`config.mk`:
```
export PLATFORM = sky130hd
export DESIGN_NAME = tag_verify128
export DESIGN_NICKNAME = d
export VERILOG_FILES = /design/src/rtl/tag_verify128.sv
export SDC_FILE = /design/constraint.sdc
export NUM_CORES = 1
export LEC_CHECK = 0
export BUFFER_PORTS_ARGS = -buffer_cell sky130_fd_sc_hd__clkbuf_2
export CELL_PAD_IN_SITES_DETAIL_PLACEMENT = 0
export CELL_PAD_IN_SITES_GLOBAL_PLACEMENT = 1
export CORE_MARGIN = 2
export CORE_UTILIZATION = 40
export DETAILED_ROUTE_END_ITERATION = 16
export GPL_TIMING_DRIVEN = 0
export PLACE_DENSITY = 0.89
export RECOVER_POWER = 100
export REMOVE_ABC_BUFFERS = 1
export SYNTH_ARGS = -nofsm -noshare
export SYNTH_HDL_FRONTEND = slang
export SYNTH_SLANG_ARGS = --single-unit
```
`constraint.sdc`:
```
create_clock -name clk -period 2.7 [get_ports clk]
set_input_delay 0.81 -clock clk [delete_from_list [all_inputs] [get_ports clk]]
set_output_delay 0.81 -clock clk [all_outputs]
set_load 0.02 [all_outputs]
```
`src/rtl/tag_verify128.sv`:
```
// tag_verify128: assembles a 128-bit tag from a serial keystream (LSB first)
// and compares it in constant time against a latched expected tag.
// Latency: start at edge E0, 128 accepted bits, one COMPARE cycle, then done.
// Backpressure: ks_ready is high only in COLLECT; ks_valid=0 stalls the
// collection with no state change. done is a level held until ack or start.
//
// Ports:
//   clk, rst          rising-edge clock, synchronous active-high reset
//   start, exp_tag    begin a verification; exp_tag sampled on accepted start
//   ks_valid, ks_bit  serial tag bits, first accepted bit is tag[0]
//   ks_ready          high while bits are being collected
//   ack               consumer releases the result (DONE -> IDLE)
//   busy              high in COLLECT or COMPARE
//   done, match, tag  registered result; match is 0 whenever done is 0
module tag_verify128 #(
  // Only 128 is supported: the bit counter and index widths assume it.
  parameter int TAG_BITS = 128
) (
  input  logic                clk,
  input  logic                rst,
  input  logic                start,
  input  logic [TAG_BITS-1:0] exp_tag,
  input  logic                ks_valid,
  input  logic                ks_bit,
  output logic                ks_ready,
  input  logic                ack,
  output logic                busy,
  output logic                done,
  output logic                match,
  output logic [TAG_BITS-1:0] tag
);

  typedef enum logic [1:0] {
    IDLE    = 2'd0,
    COLLECT = 2'd1,
    COMPARE = 2'd2,
    DONE    = 2'd3
  } state_t;

  state_t              state;
  logic [7:0]          cnt;
  logic [TAG_BITS-1:0] tag_q;
  logic [TAG_BITS-1:0] exp_q;
  logic                done_q;
  logic                match_q;

  always_ff @(posedge clk) begin
    if (rst) begin
      state   <= IDLE;
      cnt     <= 8'd0;
      tag_q   <= '0;
      exp_q   <= '0;
      done_q  <= 1'b0;
      match_q <= 1'b0;
    end else begin
      case (state)
        IDLE: begin
          if (start) begin
            exp_q <= exp_tag;
            tag_q <= '0;
            cnt   <= 8'd0;
            state <= COLLECT;
          end
        end

        COLLECT: begin
          if (ks_valid) begin
            tag_q[cnt[6:0]] <= ks_bit;
            // cnt reaches 128 after the last bit; it is cleared only by the
            // next accepted start, so it never wraps within a verification.
            cnt <= cnt + 8'd1;
            if (cnt == 8'd127) begin
              state <= COMPARE;
            end
          end
        end

        COMPARE: begin
          // Full-width XOR reduce every time: no data-dependent early exit.
          match_q <= ~|(tag_q ^ exp_q);
          done_q  <= 1'b1;
          state   <= DONE;
        end

        DONE: begin
          // A new start doubles as an implicit acknowledge.
          if (start) begin
            exp_q   <= exp_tag;
            tag_q   <= '0;
            cnt     <= 8'd0;
            done_q  <= 1'b0;
            match_q <= 1'b0;
            state   <= COLLECT;
          end else if (ack) begin
            done_q  <= 1'b0;
            match_q <= 1'b0;
            state   <= IDLE;
          end
        end

        default: begin
          state <= IDLE;
        end
      endcase
    end
  end

  assign ks_ready = (state == COLLECT);
  assign busy     = (state == COLLECT) || (state == COMPARE);
  assign done     = done_q;
  assign match    = match_q;
  assign tag      = tag_q;

endmodule

```
==> impl_summary.md <==
Critical path
Along the worst path, the maximum fanout reaches 50. The signal arrival time at the worst endpoint is 3090 ps. For the worst setup path, the data required time is 3160 ps. The worst setup path is captured at a register. The worst setup path is launched from a register. The worst setup path is of the register to register kind.

Layout
The final instance area is 0.01467 sq mm. For this run, the share of the core covered by cells in the final layout is 0.4951. In the final layout, the share of cells above drive strength 1 is 0.1748. Compared with the post-synthesis result, the final layout area differs by 21.82%.

The repair_antennas step left the layout with diodes totalling 0. After the last flow step, the layout net total stands at 1,819.

STA
Between clock sinks in the finished design, the worst skew comes to 6.952 ps. The achievable frequency is 380.7 MHz. The final count of pins violating max slew is 0. The number of endpoints with negative hold slack in the final report was 0.

Of the available clock period, the critical path in the final layout requires 0.9730. Headroom to the max-slew limit came out at 0.3572. Setup repair after global routing could not meet its margin everywhere. The post-route worst setup slack is 73.02 ps. The sum of negative setup slack is 0 ps.

Across all hold checks on the routed design, the worst slack comes to 463.8 ps. The worst path needs 2627 ps of the cycle, external delays included. Setup violations remaining at the end of the flow were counted as 0. At the pin with the least slew margin, the transition time is 964.2 ps.

Floorplanning
The starting utilization of the core area is 0.4064. 266 I/O pins were placed. After floorplanning, the core was sized to cover 0.02964 sq mm. The floorplan step set the die height to 177.5 microns. The die is 177.5 microns wide.

The floorplan die area is 0.03152 sq mm. The floorplan has 63 rows.

Job
The max-capacitance violation count is 0.

Logic synthesis
The portion of synthesized area spent on multiplexers is 0.0008310. The post-synthesis sequential element count is 268. The post-synthesis share of cell area spent on and, or, nand and nor gates is 0.2037. The summed instance area of the synthesized netlist is 0.01205 sq mm.

After synthesis, the netlist uses 40 different library cells. Of the total synthesized cell area, the portion taken by XOR and XNOR cells is 0.09671. In this run the mean area of a mapped cell was 8.068 sq um. For this run, the register share of the synthesized area comes to 0.4454.

The main combinational cell family by area after synthesis is compound AO/OA/AOI/OAI gates. The number of warnings printed during yosys synthesis is 0. The compound-gate portion of the synthesized area came to 0.2037.

The share of synthesized cell area in full adder, half adder and majority cells is 0.006232. The synthesized instance count is 1,493.

Drt
The remaining routing DRC violations is 0. The total via count in the routed design is 11,380. The first detailed-routing pass took 5 iterations. The average via count per standard cell is 5.448. After detailed routing, the total wire length is 40,590 microns.

After detailed routing, the average wire length per cell comes to 19.43 microns. The first routing iteration left 996 violations. The post-route antenna net violation count is 0.

Clock network
In this run the number of H-tree levels came out at 1. The maximum root-to-sink buffer count is 3. The clock tree from TritonCTS is done. Buffers inserted to repair hold after CTS numbered 0. The cell chosen for the clock root is sky130_fd_sc_hd__clkbuf_16. The clock latency reported for the late side of the worst-skew pair is 540 ps. The number of clock buffers added by TritonCTS is 29. After clock tree synthesis, the clock-pin slew on the worst setup and hold paths is 60 ps. Clock tree synthesis found a total of 268 sinks.

Placement
The congestion estimate from routability-driven global placement came to 0.8058. The half-perimeter wire length after placement is 26,360 microns. At the placement stage, the worst setup path has a slack of -1492 ps. Once placement finished, the instance area stood at 0.01357 sq mm. Buffers placed on the I/O ports in this run total 265.

GRT
Global routing finished with a remaining overflow of 0. The initial antenna violation count is 1. Entering global routing, the biggest net connects 137 pins. The global router's overall resource usage is 0.2492. The global-route wire length before repair is 60,860 microns. The number of global-route vias before repair is 10,430.

Min path
The tightest min-delay check is of the register to register type.

Pwr
The power density over cell area is 907.1 mW/mm^2. The worst-case vdd ir drop is 0.0005642 V. The analysis attributes to cell leakage a power of 5.642 nW.

Outcome
The run finished with clean final reports.
[final timing paths]
| path | start | endpoint | depth (start not counted) | slack, ps |
|---|---|---|---|---|
| max reg2reg | state[1]$_SDFFE_PP0P_ | tag[5]$_SDFFE_PP0P_ | 10 | 70 |
| min reg2reg | done$_SDFFE_PP0P_ | done$_SDFFE_PP0P_ | 2 | 460 |
| min | done$_SDFFE_PP0P_ | done$_SDFFE_PP0P_ | 2 | 460 |
| max | state[1]$_SDFFE_PP0P_ | tag[5]$_SDFFE_PP0P_ | 10 | 70 |
[metrics by stage]
stage	power, mW	std cells
2_1_floorplan	7.116	1365
3_3_place_gp	7.339	2020
3_5_place_dp	8.933	2027
4_1_cts	13.18	2085
5_1_grt	14.04	2089
6_report	13.31	2089
[critical path, cell delays in order, from the launching register on]
cell,delay [ps]
sky130_fd_sc_hd__dfxtp_1,390
sky130_fd_sc_hd__inv_1,130
sky130_fd_sc_hd__ha_4,280
sky130_fd_sc_hd__nand2b_4,170
sky130_fd_sc_hd__buf_16,190
sky130_fd_sc_hd__a21oi_4,200
sky130_fd_sc_hd__buf_12,170
sky130_fd_sc_hd__buf_4,190
sky130_fd_sc_hd__nand2_4,220
sky130_fd_sc_hd__or3_1,420
sky130_fd_sc_hd__a21oi_1,130
[routing by layer]
layer	GRT usage	share of wire
met3	0.04113	0.075
met1	0.3467	0.44
met4	0.07411	0.029
met5	0	0
met2	0.3958	0.45
[cell type report]
| class | instances | area [sq um] |
|---|---|---|
| inverter | 5 | 18.77 |
| timing repair buffer | 280 | 1546 |
| clock inverter | 4 | 23.77 |
| tap | 390 | 488.0 |
| clock buffer | 47 | 903.4 |
| fill | 2951 | 14960 |
| sequential | 268 | 5365 |
| multi-input combinational | 1095 | 6329 |
[repair_timing]
item	CTS	global route
setup endpoints to repair	193	128
pin swaps	3	1
gates cloned	3	0
hold endpoints to repair	0	0
resized for setup	20	5
setup buffers	4	4
[power breakdown]
group | internal, mW | switching, mW | total (mW) | leakage [nW]
Combinational | 1.59 | 3.12 | 4.71 | 3.00
Sequential | 4.42 | 0.320 | 4.74 | 2.18
Clock | 2.26 | 1.59 | 3.86 | 0.461
Total | 8.28 | 5.03 | 13.3 | 5.64
[cells in the final DEF, fill, tap and decap left out, types with 4 or more instances in the layout]
cell type	count
sky130_fd_sc_hd__o21ai_0	66
sky130_fd_sc_hd__buf_4	5
sky130_fd_sc_hd__clkbuf_16	29
sky130_fd_sc_hd__a22oi_1	39
sky130_fd_sc_hd__xor2_1	66
sky130_fd_sc_hd__clkbuf_8	12
sky130_fd_sc_hd__inv_1	4
sky130_fd_sc_hd__o211ai_1	87
sky130_fd_sc_hd__nor3_1	8
sky130_fd_sc_hd__nand2_4	5
sky130_fd_sc_hd__clkbuf_1	64
sky130_fd_sc_hd__buf_16	6
sky130_fd_sc_hd__nand3_1	11
sky130_fd_sc_hd__nand2_1	293
sky130_fd_sc_hd__ha_1	5
sky130_fd_sc_hd__nor4_1	19
sky130_fd_sc_hd__or3_1	89
sky130_fd_sc_hd__xnor2_1	67
sky130_fd_sc_hd__buf_12	4
sky130_fd_sc_hd__a21oi_1	221
sky130_fd_sc_hd__nor2_1	49
sky130_fd_sc_hd__clkbuf_2	207
sky130_fd_sc_hd__nand4_1	22
sky130_fd_sc_hd__dfxtp_1	268
[cells in the mapped netlist, drive strengths merged]
master / number / area, sq um
xor2: 66 / 578.1
nor2: 49 / 183.9
a22oi: 39 / 292.8
o211ai: 87 / 653.1
nor2b: 5 / 33.78
nand4: 22 / 137.6
a21o: 3 / 22.52
nor3b: 3 / 22.52
or2: 1 / 6.260
nand3: 12 / 60.06
and2: 2 / 12.51
dfxtp: 268 / 5365
inv: 5 / 18.77
or3b: 2 / 17.52
and3: 1 / 6.260
and2b: 1 / 7.510
clkbuf: 109 / 409.1
ha: 6 / 75.07
nor4: 20 / 125.1
nand4b: 2 / 17.52
or3: 90 / 563.0
xnor2: 67 / 586.8
nor3: 11 / 65.06
nand2: 302 / 1136
nand3b: 3 / 22.52
mux2i: 1 / 10.01
a221oi: 2 / 17.52
and3b: 2 / 17.52
o21a: 1 / 7.510
nand2b: 3 / 18.77
a21oi: 222 / 1122
a211oi: 1 / 7.510
o21ai: 66 / 330.3
buf: 19 / 95.08
[sequential cells by signal, summed over array words and instances, names as in the netlist]
| name | cells |
|---|---|
| done | 1 |
| cnt | 8 |
| state | 2 |
| tag | 128 |
| match | 1 |
| exp_q | 128 |
[cell families after synthesis]
| group | Yosys count |
|---|---|
| mux | 1 |
| xor+xnor | 133 |
| compound gates | 421 |
| flops | 268 |
| simple gates | 531 |
| fa+ha+maj | 6 |
| buf+inv | 133 |
Power figures use the tool's default switching activity.
